**src/rtl/stq_pkg.sv**
```systemverilog
// Shared types, default parameters and width helpers for the store queue.
// Configuration macro used by the top: STORE_QUEUE_MERGE_EN.
package stq_pkg;

    localparam int STQ_DEPTH    = 8;
    localparam int STQ_AW       = 16;
    localparam int STQ_DW       = 16;
    localparam int STQ_COMMIT_W = 2;

    typedef struct packed {
        logic              valid;
        logic [STQ_AW-1:0] addr;
        logic [STQ_DW-1:0] data;
    } stq_entry_t;

    function automatic int ptr_w(input int depth);
        return (depth > 1) ? $clog2(depth) : 1;
    endfunction

    function automatic int cnt_w(input int n);
        return $clog2(n + 1);
    endfunction

endpackage

```
**src/rtl/store_queue_chk.sv**
```systemverilog
// Protocol checker for the store queue: commits may never exceed the
// number of speculative entries currently held.
module store_queue_chk #(
    parameter int CW = 4
) (
    input logic          clk,
    input logic          rst_n,
    input logic [CW-1:0] commit_req_i,
    input logic [CW-1:0] spec_cnt_i
);

    a_commit_le_spec: assert property (@(posedge clk) disable iff (!rst_n)
        commit_req_i <= spec_cnt_i);

endmodule

```
**src/rtl/stq_fwd_match.sv**
```systemverilog
// Age-ordered store-to-load forwarding matcher: youngest valid entry whose
// address equals the search address wins; miss returns zero data.
module stq_fwd_match
    import stq_pkg::*;
#(
    parameter int DEPTH = STQ_DEPTH,
    parameter int AW    = STQ_AW,
    parameter int DW    = STQ_DW,
    localparam int PW   = ptr_w(DEPTH)
) (
    input  logic [DEPTH-1:0]    valid_i,
    input  logic [DEPTH*AW-1:0] addr_i,
    input  logic [DEPTH*DW-1:0] data_i,
    input  logic [PW-1:0]       head_i,
    input  logic [AW-1:0]       search_addr_i,
    output logic                hit_o,
    output logic [DW-1:0]       data_o
);

    // Walk oldest to youngest from head so later (younger) matches override.
    always_comb begin
        hit_o  = 1'b0;
        data_o = '0;
        for (int k = 0; k < DEPTH; k++) begin
            logic [PW-1:0] idx;
            idx = head_i + PW'(k);
            if (valid_i[idx] && (addr_i[idx*AW +: AW] == search_addr_i)) begin
                hit_o  = 1'b1;
                data_o = data_i[idx*DW +: DW];
            end else begin
                data_o = data_o;
            end
        end
    end

endmodule

```
**src/rtl/store_queue.sv**
```systemverilog
// Circular store queue: speculative region (cmt..tail), committed region (head..cmt).
// `define STORE_QUEUE_MERGE_EN to coalesce same-address enqueues into the youngest speculative entry.
module store_queue
    import stq_pkg::*;
#(
    parameter int DEPTH    = STQ_DEPTH,
    parameter int AW       = STQ_AW,
    parameter int DW       = STQ_DW,
    parameter int COMMIT_W = STQ_COMMIT_W,
    localparam int PW      = ptr_w(DEPTH),
    localparam int CW      = cnt_w(DEPTH),
    localparam int KW      = cnt_w(COMMIT_W)
) (
    input  logic          clk,
    input  logic          rst_n,
    input  logic          flush,
    input  logic          enq_valid,
    input  logic [AW-1:0] enq_addr,
    input  logic [DW-1:0] enq_data,
    output logic          enq_ready,
    input  logic [KW-1:0] commit_cnt,
    input  logic [AW-1:0] search_addr,
    output logic          search_hit,
    output logic [DW-1:0] search_data,
    output logic          mem_valid,
    input  logic          mem_ready,
    output logic [AW-1:0] mem_addr,
    output logic [DW-1:0] mem_data,
    output logic [CW-1:0] count,
    output logic          empty
);

    logic [PW-1:0]       head_q, cmt_q, tail_q, head_d, cmt_d, tail_d;
    logic [CW-1:0]       count_q, ncmt_q, count_d, ncmt_d;
    logic [DEPTH-1:0]    valid_q, valid_d;
    logic [DEPTH*AW-1:0] addr_q;
    logic [DEPTH*DW-1:0] data_q;

    logic [CW-1:0] spec_cnt_s, commit_req_s, cmt_amt_s;
    logic [PW-1:0] youngest_s;
    logic          pop_s, merge_s, enq_fire_s;

    // Entry count, committed count and clamped commit amount.
    always_comb begin
        spec_cnt_s   = count_q - ncmt_q;
        commit_req_s = CW'(commit_cnt);
        cmt_amt_s    = (commit_req_s > spec_cnt_s) ? spec_cnt_s : commit_req_s;
        youngest_s   = tail_q - PW'(1);
        enq_ready    = (count_q != CW'(DEPTH));
        empty        = (count_q == '0);
        count        = count_q;
        mem_valid    = (ncmt_q != '0);
        mem_addr     = mem_valid ? addr_q[head_q*AW +: AW] : '0;
        mem_data     = mem_valid ? data_q[head_q*DW +: DW] : '0;
        pop_s        = mem_valid && mem_ready;
`ifdef STORE_QUEUE_MERGE_EN
        // The youngest entry must still be speculative after this cycle's commit.
        merge_s      = enq_valid && enq_ready && !flush && (spec_cnt_s > cmt_amt_s) &&
                       (addr_q[youngest_s*AW +: AW] == enq_addr);
`else
        merge_s      = 1'b0;
`endif
        enq_fire_s   = enq_valid && enq_ready && !flush && !merge_s;
    end

    // Next-state pointers, counts and valid bits.
    always_comb begin
        head_d = head_q + PW'(pop_s);
        cmt_d  = cmt_q + PW'(cmt_amt_s);
        ncmt_d = ncmt_q + cmt_amt_s - CW'(pop_s);
        if (flush) begin
            tail_d  = cmt_d;
            count_d = ncmt_d;
        end else begin
            tail_d  = tail_q + PW'(enq_fire_s);
            count_d = count_q + CW'(enq_fire_s) - CW'(pop_s);
        end
        valid_d = valid_q;
        for (int i = 0; i < DEPTH; i++) begin
            logic [PW-1:0] rel;
            rel = PW'(i) - head_q;
            if (pop_s && (PW'(i) == head_q)) begin
                valid_d[i] = 1'b0;
            end else if (flush && (CW'(rel) >= (ncmt_q + cmt_amt_s))) begin
                valid_d[i] = 1'b0;
            end else if (enq_fire_s && (PW'(i) == tail_q)) begin
                valid_d[i] = 1'b1;
            end else begin
                valid_d[i] = valid_q[i];
            end
        end
    end

    // Control state registers.
    always_ff @(posedge clk or negedge rst_n) begin
        if (!rst_n) begin
            head_q  <= '0;
            cmt_q   <= '0;
            tail_q  <= '0;
            count_q <= '0;
            ncmt_q  <= '0;
            valid_q <= '0;
        end else begin
            head_q  <= head_d;
            cmt_q   <= cmt_d;
            tail_q  <= tail_d;
            count_q <= count_d;
            ncmt_q  <= ncmt_d;
            valid_q <= valid_d;
        end
    end

    // Entry payload storage.
    always_ff @(posedge clk or negedge rst_n) begin
        if (!rst_n) begin
            addr_q <= '0;
            data_q <= '0;
        end else if (enq_fire_s) begin
            addr_q[tail_q*AW +: AW] <= enq_addr;
            data_q[tail_q*DW +: DW] <= enq_data;
        end else if (merge_s) begin
            data_q[youngest_s*DW +: DW] <= enq_data;
        end else begin
            addr_q <= addr_q;
        end
    end

    stq_fwd_match #(.DEPTH(DEPTH), .AW(AW), .DW(DW)) u_fwd (
        .valid_i      (valid_q),
        .addr_i       (addr_q),
        .data_i       (data_q),
        .head_i       (head_q),
        .search_addr_i(search_addr),
        .hit_o        (search_hit),
        .data_o       (search_data)
    );

    store_queue_chk #(.CW(CW)) u_chk (
        .clk         (clk),
        .rst_n       (rst_n),
        .commit_req_i(commit_req_s),
        .spec_cnt_i  (spec_cnt_s)
    );

endmodule

```
**config.mk**
```make
export PLATFORM = sky130hd
export DESIGN_NAME = store_queue
export DESIGN_NICKNAME = d
export VERILOG_FILES = /design/src/rtl/stq_pkg.sv /design/src/rtl/store_queue_chk.sv /design/src/rtl/stq_fwd_match.sv /design/src/rtl/store_queue.sv
export SDC_FILE = /design/constraint.sdc
export NUM_CORES = 1
export LEC_CHECK = 0
export BUFFER_PORTS_ARGS = -buffer_cell sky130_fd_sc_hd__buf_2
export CAP_MARGIN = 20
export CORE_ASPECT_RATIO = 0.75
export CORE_MARGIN = 8
export CORE_UTILIZATION = 30
export DETAILED_ROUTE_END_ITERATION = 6
export GPL_TIMING_DRIVEN = 1
export PLACE_DENSITY = 0.56
export SLEW_MARGIN = 20
export SYNTH_ARGS = -nofsm -noshare
export SYNTH_HDL_FRONTEND = slang
export SYNTH_SLANG_ARGS = --single-unit
export TNS_END_PERCENT = 10
```
**constraint.sdc**
```tcl
create_clock -name clk -period 10.7 [get_ports clk]
set_clock_uncertainty 0.05 [all_clocks]
set_input_delay 0 -clock clk [delete_from_list [all_inputs] [get_ports clk]]
set_output_delay 0 -clock clk [all_outputs]
set_load 0.005 [all_outputs]
```
---- Word level (Yosys, flattened, before mapping) ----
Cells that the tools add are included.
cells by class
  add/subtract/negate cells ............... 24
  multiply operators ...................... 0
  div/mod/pow operators ................... 0
  magnitude comparators ................... 17
  eq/ne operators ......................... 23
  shifts and indexed selects .............. 19
  multiplexer cells ....................... 63
  bitwise gates (word level) .............. 0
  reduce and logical (&&, ||, !) cells .... 48
operator list
  kind                                                                          number
  128-bit by 8-bit indexed part select with 16-bit output                       16
  128-bit bitwise mux                                                           2
  16-bit by 34-bit indexed part select with 128-bit output                      2
  16-bit 2-to-1 mux                                                             10
  16-bit == test                                                                8
  16-bit by 34-bit variable shift with 128-bit output, first input constant     1
  1-bit 2-to-1 mux                                                              40
  1-bit logical AND                                                             35
  7-bit negation with 34-bit output                                             1
  3-bit by 4-bit >= comparator with 1-bit output                                8
  3-bit by 4-bit less-than comparator with 1-bit output, second input constant  8
  1-bit binary-select mux with 3-bit select                                     8
  3-bit == test, first input constant                                           8
  3-bit nonzero test                                                            8
  3-bit adder, second input constant                                            4
  2-bit by 3-bit == test with 1-bit output, first input constant                4
  3-bit subtractor, first input constant                                        4
  4-bit 2-to-1 mux                                                              2
  4-bit by 1-bit subtractor with 4-bit output                                   2
  3-bit by 1-bit adder with 3-bit output                                        2
  3-bit by 2-bit adder with 3-bit output, second input constant                 2
  1-bit by 3-bit == test with 1-bit output, first input constant                2
  3-bit logical NOT                                                             2
  1-bit by 3-bit subtractor with 3-bit output, first input constant             2
  12 further kinds                                                              13
storage, ports and cells
  register bits after elaboration ......... 281
  bits in latches ......................... 0
  RAM bits ................................ 0
  ROM bits ................................ 0
  input port bits ......................... 55
  output and inout bits ................... 56
  logic and storage cells ................. 209
  memories kept ........................... 0

---- Longest topological paths before layout ----
Gate-level depths: netlist (run 1).
  word-level depth ........................ 11
  gate-level depth with buffers ........... 23
  depth with buffers taken out ............ 19

---- Cells and area by module ----
Synthesis (run 1) repeated with hierarchy kept, for this count alone.
unflattened totals
  cells, all modules ...................... 2,713
  area total of the unflattened synthesis .. 28,645.0 um2
modules (own cells, without submodules)
  module         times used  cells an instance  area each (um2)  seq. area each (um2)
  stq_fwd_match  1           1,403              14,357.5         0.0
  store_queue    1           1,310              14,287.5         7,031.7

---- Worst setup path after synthesis (run 1) ----
No wires, ideal clock.
  path kind ............................... register -> output
  start point ............................. reg head_q[2]
  end point ............................... out search_data[10]
  arrival time ............................ 4,799 ps
  data required time ...................... 10,650 ps
  slack ................................... 5,851 ps
  stages on the path, launching flop included .. 22
  path buffers ............................ 10
  cells stage by stage .................... dfrtp_1 buf_2 clkbuf_1 inv_1 clkbuf_1 clkbuf_1 clkbuf_1 ha_1 buf_2 buf_6 buf_4 buf_2 mux4_2 mux2i_1 xor2_1 o21ai_0 nor4_1 nand2_1 clkbuf_1 nor2_1 a21oi_1 o221ai_1
between the ends
  longest elaborated chain between the ends .. 11
  elaborated cells on any way between the ends .. 63
  classes of those cells .................. add/sub: 7; eq/ne: 8; shift: 16; mux: 24; reduce/logical: 8
ends and longest elaborated chain
  what                                                                                   RTL line             text
  start: declaration                                                                     store_queue.sv:33    logic [PW-1:0] head_q, cmt_q, tail_q, head_d, cmt_d, tail_d;
  start signal: assignment                                                               store_queue.sv:97    head_q <= '0;
  start signal: assignment                                                               store_queue.sv:104   head_q <= head_d;
  3-bit by 1-bit adder with 3-bit output, or another cell as far along                   stq_fwd_match.sv:26  idx = head_i + PW'(k);
  128-bit by 8-bit indexed part select with 16-bit output, or another cell as far along  stq_fwd_match.sv:27  if (valid_i[idx] && (addr_i[idx*AW +: AW] == search_addr_i)) begin
  16-bit == test, or another cell as far along                                           stq_fwd_match.sv:27
  1-bit logical AND / 16-bit 2-to-1 mux (equally long branches)                          stq_fwd_match.sv:27
  16-bit 2-to-1 mux (6 in series)                                                        stq_fwd_match.sv:27
  16-bit 2-to-1 mux (*)                                                                  stq_fwd_match.sv:27
  end: declaration                                                                       store_queue.sv:24    output logic [DW-1:0] search_data,
Every way passes the cells marked *; elsewhere a longest branch is shown, timed or not. The select of a mux whose other input is x is not followed.

---- Final worst setup path (run 1) ----
  start point ............................. reg head_q[0]
  end point ............................... out search_data[14]
Same word-level chain as after synthesis.

==> results by group, run 1 <==
Global route
  • First-pass GRT wire length: between 100000 and 150000 um
  • Initial antenna violation count: 3
  • Largest net degree at the start of global routing: approximately 140
  • Vias in the first global route: 20057
  • Overflow after GRT: 0
  • GRT Util Overall: 0.182

CTS
  • H-tree Lvls: 2
  • Clock Latency Late Sink: approximately 0.57 ns
  • Post-CTS Hold Buffers: 36
  • CTS clk-pin slew, worst paths: around 0.060 ns
  • Sinks on Clock Net: between 200 and 300
  • Cts repair resizes: 0
  • Longest Clk Path Bufs: 3
  • Post-CTS Setup Repair Bufs: 0
  • Root buffer selected by CTS: clkbuf_16
  • CTS tree: yes
  • Num CTS Buffers: 35

Floorplan
  • Core ar.: about 0.09 sq mm
  • Die H: approximately 280 um
  • Die width: 362 um
  • Number of cell rows: between 90 and 100
  • Ports: 111
  • Die area: between 0.09 and 0.1 sq mm
  • Initial Util: 0.301

Yosys
  • Synth Register Bits: about 280
  • Post-synthesis xor/xnor area fraction: 0.0414
  • Mapped Cells: between 2000 and 2500
  • Sequential area share after synthesis: 0.262
  • Mux contribution to synthesized area: 0.448
  • Syn avg cell area: around 11 sq um
  • Synth cell types: 70
  • Simple-gate share of the synthesized area: 0.101
  • Main synth FF type: dfrtp_1
  • YS warnings: 0
  • Largest family of logic cells by synthesized area: multiplexers
  • Post-synth EDFFs: 0
  • Post-Synth Adder-Cell Area: 0.0223
  • Async set-reset flop share out of synthesis: 1.00
  • Mapped cell area: roughly 0.027 sq mm
  • Compound-Gate Fraction of Synth Area: 0.0760
  • Syn nets: around 2500

STA
  • Relative slew slack: 0.310
  • Minimum clock period: between 8 and 9 ns
  • Fmax: between 100 and 150 MHz
  • Part of the cycle the worst path needs: 0.751
  • Fin. Hold Viols: 0
  • Slew @ Worst Pin: 1.03 ns
  • Setup violators final: 0
  • Max Slew Vio Count: 0
  • Setup TNS: 0 ns
  • RSZ-0062 raised after global routing: false

Cells and area
  • NumNets Final: roughly 2500
  • FF+latch area: ~0.0070 sq mm
  • Most frequent cells in the layout: nand2_1, mux4_2, dfrtp_1
  • Commonest non-fill, non-tap cell in the layout: nand2_1
  • Multi-input gate area: between 0.015 and 0.02 sq mm
  • # fillers: ~9000
  • Area delta synth->final: 10.6%
  • Layout cells sized above 1: 0.321

Drt
  • Via/cell ratio: a little under 6
  • Via count: 21345
  • DRT Wirelength: a little over 90000 um
  • DRT iter0 DRCs: ~2600
  • 1st-pass router iterations: 7
  • DRC: 0
  • Wire per inst: 25.9 um
  • Antenna Nets Post-Route: 0

Critical path
  • Crit Reg-Reg Startpoint: count[0]
  • Crit Path Max Fanout: between 50 and 60
  • CP most frequent cell: ha_4
  • Worst-path cell chain: clkinv_2 > ha_4 > ha_4 > buf_4 > mux4_2 > mux2i_1 > xor2_1 > o21ai_0 > nor4_1 > nand2_1 > o211a_1 > a221oi_1 > o22ai_1 > buf_2
  • WP data required: around 11 ns
  • Critical path type: flop to primary output
  • Worst EP arrival: between 7 and 8 ns
  • Worst R2R Path Depth: 16
  • R2R setup slack: about 5.5 ns
  • CP Launch Type: flop
  • R2r endpoint: valid_q[0]
  • Critical path destination: search_data[14]
  • Crit. End Element: primary output
  • Cell with the largest stage delay on the worst path: ha_4
  • CP peak stage delay: around 0.9 ns
  • Crit path launch: head_q[0]

Min path
  • Hold crit path type: primary input to flop

Job
  • Max cap viols: 0

Placement
  • RD Place Congestion: 0.932
  • DP HPWL: between 60000 and 70000 um
  • Buffers added on ports: between 100 and 150

Status
  • Status: finished, final reports clean
worst max-delay path: cells and delay by family, from the launching register on:
family                     cells  cell delay [ns]
muxes                          2             0.78
buffers and inverters          3             1.75
AOI/OAI and AO/OA              4             1.26
adders and majority gates      2             1.37
xor gates and xnor gates       1             0.23
and+or+nand+nor                2             0.99
DFF                            1             0.88
final cells by class:
class,count,area share
multi-input cells,1847,0.627
flip-flops and latches,281,0.237
well taps,1164,0.0490
repair buffers,187,0.0422
clock buffers,48,0.0335
clock inverters,16,0.00720
inverters,31,0.00396
diodes,3,0.000253
worst min-delay path by stage:
stage	startpoint	endpoint	slack [ns]	depth (start not counted)
after global routing	commit_cnt[0]	cmt_q[0]	0.15	4
after CTS	commit_cnt[0]	cmt_q[0]	0.09	4
after global placement	rst_n	data_q[34]	0.004	1
after floorplan	rst_n	addr_q[0]	-0.35	0
after detailed placement	rst_n	data_q[18]	0.005	1
final	commit_cnt[0]	cmt_q[0]	0.08	4
layer usage:
metal | wire length (um) | up-vias | global-route usage
li1 | - | 9120 | -
met1 | 42200 | 11018 | 0.275
met2 | 39300 | 1080 | 0.260
met3 | 8670 | 127 | 0.0390
met4 | 2330 | 0 | 0.0463
met5 | 0 | - | 0
through the flow:
stage | cells | cell area, sq um | util | hold slack, ns | worst slack (ns)
after global routing | 3576 | 29700 | 0.333 | 0.150 | 2.20
after CTS | 3574 | 29700 | 0.333 | 0.0869 | 2.65
final | 3577 | 29700 | 0.333 | 0.0796 | 2.66
after detailed placement | 3474 | 28100 | 0.316 | 0.00492 | 3.27
after global placement | 3474 | 28100 | 0.316 | 0.00398 | 3.43
after floorplan | 2379 | 26900 | - | -0.346 | 5.85
cell usage after synthesis, types with 3 or more instances:
library cell    n  area [sq um]
nand3b_1        5          37.5
a21oi_1        70           350
o21ai_0        69           345
xnor2_1        67           587
mux4_2        338          7610
buf_6          23           259
a31oi_1         5          31.3
xor2_1         60           526
and2_1          6          37.5
buf_1          29           109
o211ai_1        8          60.1
inv_1          28           105
a21boi_0       15           113
mux2_2        176          1980
nor4_2          4          50.1
nor4_1         12          75.1
nor2_1         49           184
or4_1           3          22.5
o22ai_1         6          37.5
clkbuf_1       84           315
and3_1          9          56.3
o221ai_2        9           135
nand3_1        41           205
o21ai_1         8          40.0
nand4_1        12          75.1
buf_2          58           290
mux2i_1       245          2450
o221ai_1        7          61.3
nor3_1         28           140
buf_4          22           165
buf_8           3          45.0
nor3_2          9          90.1
ha_1           39           488
nand2_1       399          1500
o31ai_1        28           210
nor3b_1         3          22.5
dfrtp_1       281          7030
a21o_1         18           135
maj3_1          5          50.1
nand2b_1        6          37.5
a221oi_1        7          61.3
nor2b_1        10          62.6
a311oi_1       18           158
fa_1            3          60.1
a22oi_1        22           165
cells by family (layout without fill, tap and decap cells):
logic type / count (synthesis) / count (layout)
xor+xnor: 127 / 127
mux: 759 / 759
other cells: 1 / 4
compound gates: 304 / 304
simple gates: 609 / 609
flops: 281 / 281
buf+inv: 251 / 282
fa+ha+maj: 47 / 47
sequential cells by signal, indices dropped and copies added, names as in the netlist:
name	flops
data_q	128
count	4
ncmt_q	4
valid_q	8
addr_q	128
head_q	3
cmt_q	3
tail_q	3
Power of run 1 is not shown: default switching activity piles up to over one toggle a cycle in this logic, so the estimate is an artifact.
==> run 2: changes to the inputs <==
--- a/config.mk
+++ b/config.mk
@@ -5,6 +5,7 @@
 export SDC_FILE = /design/constraint.sdc
 export NUM_CORES = 1
 export LEC_CHECK = 0
+export ABC_AREA = 1
 export BUFFER_PORTS_ARGS = -buffer_cell sky130_fd_sc_hd__buf_2
 export CAP_MARGIN = 20
 export CORE_ASPECT_RATIO = 0.75
@@ -12,7 +13,7 @@
 export CORE_UTILIZATION = 30
 export DETAILED_ROUTE_END_ITERATION = 6
 export GPL_TIMING_DRIVEN = 1
-export PLACE_DENSITY = 0.56
+export PLACE_DENSITY = 0.57
 export SLEW_MARGIN = 20
 export SYNTH_ARGS = -nofsm -noshare
 export SYNTH_HDL_FRONTEND = slang
==> constraint.sdc (replaced) <==
create_clock -name clk -period 7.1 [get_ports clk]
set_clock_uncertainty 0.05 [all_clocks]
set_input_delay 0 -clock clk [delete_from_list [all_inputs] [get_ports clk]]
set_output_delay 0 -clock clk [all_outputs]
set_load 0.005 [all_outputs]
==> run 2 against run 1 <==
  * The run now ends with design-rule violations left
  * Non-clock buffer count stayed put
  * Global-route usage increased by 4.9 points
  * Critical path depth increased by 7
  * Cell count rose by 39%
  * Critical endpoint is now search_data[4]
  * Sequential cell count is the same
  * First-iteration DRC count is 43% higher
  * Synthesized cell count rose by 65%
  * Via count grew 26%
  * Cell area fell by 9.4%
  * Core utilization is 0.26 points higher
  * Register-to-register slack worse by 2.9 ns
==> results by group, run 2 <==
Cells and area
  • NumNets Final: 3999 (+61%)
  • Final Instance Area: 0.0269 sq mm (-9.4%)
  • Biggest regs: addr_q: 128 flops, data_q: 128 flops, valid_q: 8 flops
  • # fillers: 8818 (-1.3%)
  • Commonest non-fill, non-tap cell in the layout: nand2_1
  • Finished Core Util: 0.336 (+0.00262)
  • Area delta synth->final: 11.3%
  • Layout cells sized above 1: 0.0639 (-0.257)
  • Most frequent cells in the layout: nand2_1, nand3_1, nor2_1

CTS
  • Longest Clk Path Bufs: 3 (unchanged)
  • CTS tree: yes
  • Post-CTS Setup Repair Bufs: 0 (unchanged)
  • Num CTS Buffers: 36 (+2.9%)
  • Root buffer selected by CTS: clkbuf_16
  • Sinks on Clock Net: 281 (unchanged)
  • CTS clk-pin slew, worst paths: 0.06 ns (about the same)
  • Clock Latency Late Sink: 0.57 ns (about the same)
  • H-tree Lvls: 2 (unchanged)

Drt
  • DRC: 1 (+1)
  • Via/cell ratio: 5.41 (-9.3%)
  • Antenna Nets Post-Route: 0 (unchanged)
  • Met3 Routed Length: 11900 um (+37%)
  • Met2 routed WL: 40500 um (+3.0%)
  • Via count: 26977 (+26%)
  • DRT Wirelength: 106000 um (+14%)
  • DRT iter0 DRCs: 3671 (+43%)
  • Wire per inst: 21.2 um (-18%)
  • 1st-pass router iterations: 7 (unchanged)
  • Max layer used: met5
  • Met1 WL: 50700 um (+20%)

Floorplan
  • Die area: 0.0901 sq mm (-9.4%)
  • Core ar.: 0.0802 sq mm (-10%)
  • Initial Util: 0.302 (+0.000508)
  • Number of cell rows: 90 (-5.3%)
  • Ports: 111 (unchanged)
  • Die width: 344 um (-4.9%)
  • Die H: 262 um (-4.8%)

STA
  • Fin. Hold Viols: 0 (unchanged)
  • Setup violators final: 0 (unchanged)
  • Max Slew Vio Count: 0 (unchanged)
  • RSZ-0062 raised after global routing: false
  • Fmax: between 150 and 200 MHz
  • Slew @ Worst Pin: 1.20 ns (+0.170 ns)
  • Minimum clock period: ~5.9 ns
  • Part of the cycle the worst path needs: 0.834
  • Setup TNS: 0 ns (unchanged)
  • Worst hold margin: 0.00491 ns (-0.0747 ns)
  • Relative slew slack: 0.196 (-0.115)

Yosys
  • Post-synth EDFFs: 0 (unchanged)
  • Post-Synth Adder-Cell Area: 0.0239 (+0.00162)
  • Largest family of logic cells by synthesized area: simple AND/OR/NAND/NOR gates
  • Mapped cell area: 0.0242 sq mm (-9.9%)
  • Area leader, netlist: dfrtp_1
  • Syn nets: 4029 (+63%)
  • Syn avg cell area: 6.16 sq um (-45%)
  • Top cells by area, synth: dfrtp_1, nand2_1, nand3_1
  • Post-synthesis xor/xnor area fraction: 0.0130 (-0.0284)
  • Mapped Cells: 3932 (+65%)
  • Synth Register Bits: 281 (unchanged)
  • YS warnings: 0 (unchanged)
  • Async set-reset flop share out of synthesis: 1.00 (unchanged)
  • Compound-Gate Fraction of Synth Area: 0.141 (+0.0647)
  • Yosys top cell area share: 0.290 (+0.00718)
  • Sequential area share after synthesis: 0.290 (+0.0288)
  • Synth cell types: 50 (-29%)
  • Most common cell in the netlist: nand2_1
  • Mux contribution to synthesized area: 0.0485 (-0.400)
  • Top post-synthesis cells by count: nand2_1, nand3_1, nor2_1
  • Main synth FF type: dfrtp_1
  • Simple-gate share of the synthesized area: 0.386 (+0.285)

Global route
  • First-pass GRT wire length: 160000 um (+14%)
  • Largest net degree at the start of global routing: 98 (-29%)
  • Overflow after GRT: 0 (unchanged)
  • GRT Util Overall: 0.231 (+0.0491)
  • Initial antenna violation count: 6 (+3)
  • Vias in the first global route: 24278 (+21%)

Job
  • Max cap viols: 0 (unchanged)

Placement
  • DP HPWL: 74500 um (+17%)
  • Buffers added on ports: 110 (unchanged)
  • Post-DP Area: 0.0253 sq mm (-10%)
  • RD Place Congestion: 0.982 (+5.3%)

Status
  • Status: complete, but fails checks
  • Failing checks: design-rule violations

Min path
  • Hold crit path type: primary input to asynchronous set/reset pin

Critical path
  • R2R setup slack: 2.65 ns (-2.87 ns)
  • Crit Path Max Fanout: 94 (+81%)
  • WP data required: 7.05 ns (-3.60 ns)
  • Crit. End Element: primary output
  • Critical path type: flop to primary output
  • CP Launch Type: flop
  • Worst EP arrival: 5.87 ns (-2.12 ns)
-- run 2: cell count changes after synthesis, moves of 27 or more --
| cell | change |
|---|---|
| xor2_1 | -27 |
| mux2i_1 | -131 |
| inv_1 | +262 |
| nand2_1 | +788 |
| nor2_1 | +356 |
| nand3_1 | +564 |
| o21ai_0 | +308 |
| a21oi_1 | +103 |
| mux2_2 | -173 |
| clkbuf_1 | +39 |
| xnor2_1 | -64 |
| mux4_2 | -338 |
-- run 2: path summary, 6_finish.rpt --
| path | from | endpoint | cells past startpoint |
|---|---|---|---|
| max | head_q[1] | search_data[4] | 21 |
| min | rst_n | addr_q[25] | 2 |
| max reg2reg | count[0] | valid_q[0] | 15 |
| min reg2reg | cmt_q[2] | cmt_q[2] | 1 |
| max in group asynchronous | rst_n | head_q[0] | 3 |
| min in group clk | enq_data[5] | data_q[69] | 4 |
-- run 2: logic make-up after synthesis --
logic type                 after synthesis
AOI/OAI and AO/OA                      643
adders and majority gates               45
muxes                                  117
xor gates and xnor gates                36
other                                    1
DFF                                    281
and+or+nand+nor                       2248
buffers and inverters                  561
-- run 2: worst max-delay path, stage by stage (launching register included) --
cell and delay (ns):
dfrtp_4 0.81, inv_4 0.40, ha_4 0.71, buf_4 0.88, nand3_1 0.26, nand3_1 0.18
nand2_1 0.06, nand2_1 0.05, nand2_1 0.07, nor2_1 0.10, inv_1 0.05, nor2_1 0.12
nor2b_1 0.17, nand3_2 0.47, nor2_1 0.23, nor2_1 0.07, nand2_1 0.09, nand2_1 0.05
nand2_1 0.05, nand2_1 0.06, nand2_1 0.14, buf_2 0.15
-- run 2: layout make-up --
| class | count | area, sq um | area share |
|---|---|---|---|
| repair buffers | 187 | 1250 | 0.0466 |
| multi-input cells | 3090 | 14900 | 0.554 |
| inverters | 306 | 1160 | 0.0431 |
| flip-flops and latches | 281 | 7040 | 0.261 |
| diodes | 2 | 5.00 | 0.000186 |
| well taps | 1058 | 1320 | 0.0491 |
| clock inverters | 12 | 221 | 0.00822 |
| clock buffers | 50 | 1010 | 0.0376 |
-- run 2: what timing repair did --
action / in CTS / in global routing
setup endpoints to repair: 0 / 0
hold buffers: 37 / 0
hold endpoints to repair: 351 / 0
resized for setup: 0 / 0
-- run 2: per-stage QoR --
stage / std cells / setup WS [ns]
detailed placement: 4884 / 1.96
CTS: 4983 / 1.34
global route: 4984 / 0.900
floorplan: 3932 / 3.34
finish: 4986 / 1.18
global placement: 4884 / 1.93
-- run 2: layer usage --
| metal | GRT usage | up-vias |
|---|---|---|
| li1 | - | 12797 |
| met1 | 0.353 | 12580 |
| met2 | 0.314 | 1417 |
| met3 | 0.0574 | 179 |
| met4 | 0.0625 | 4 |
| met5 | 0 | - |
Power of run 2 is left out for the same reason.
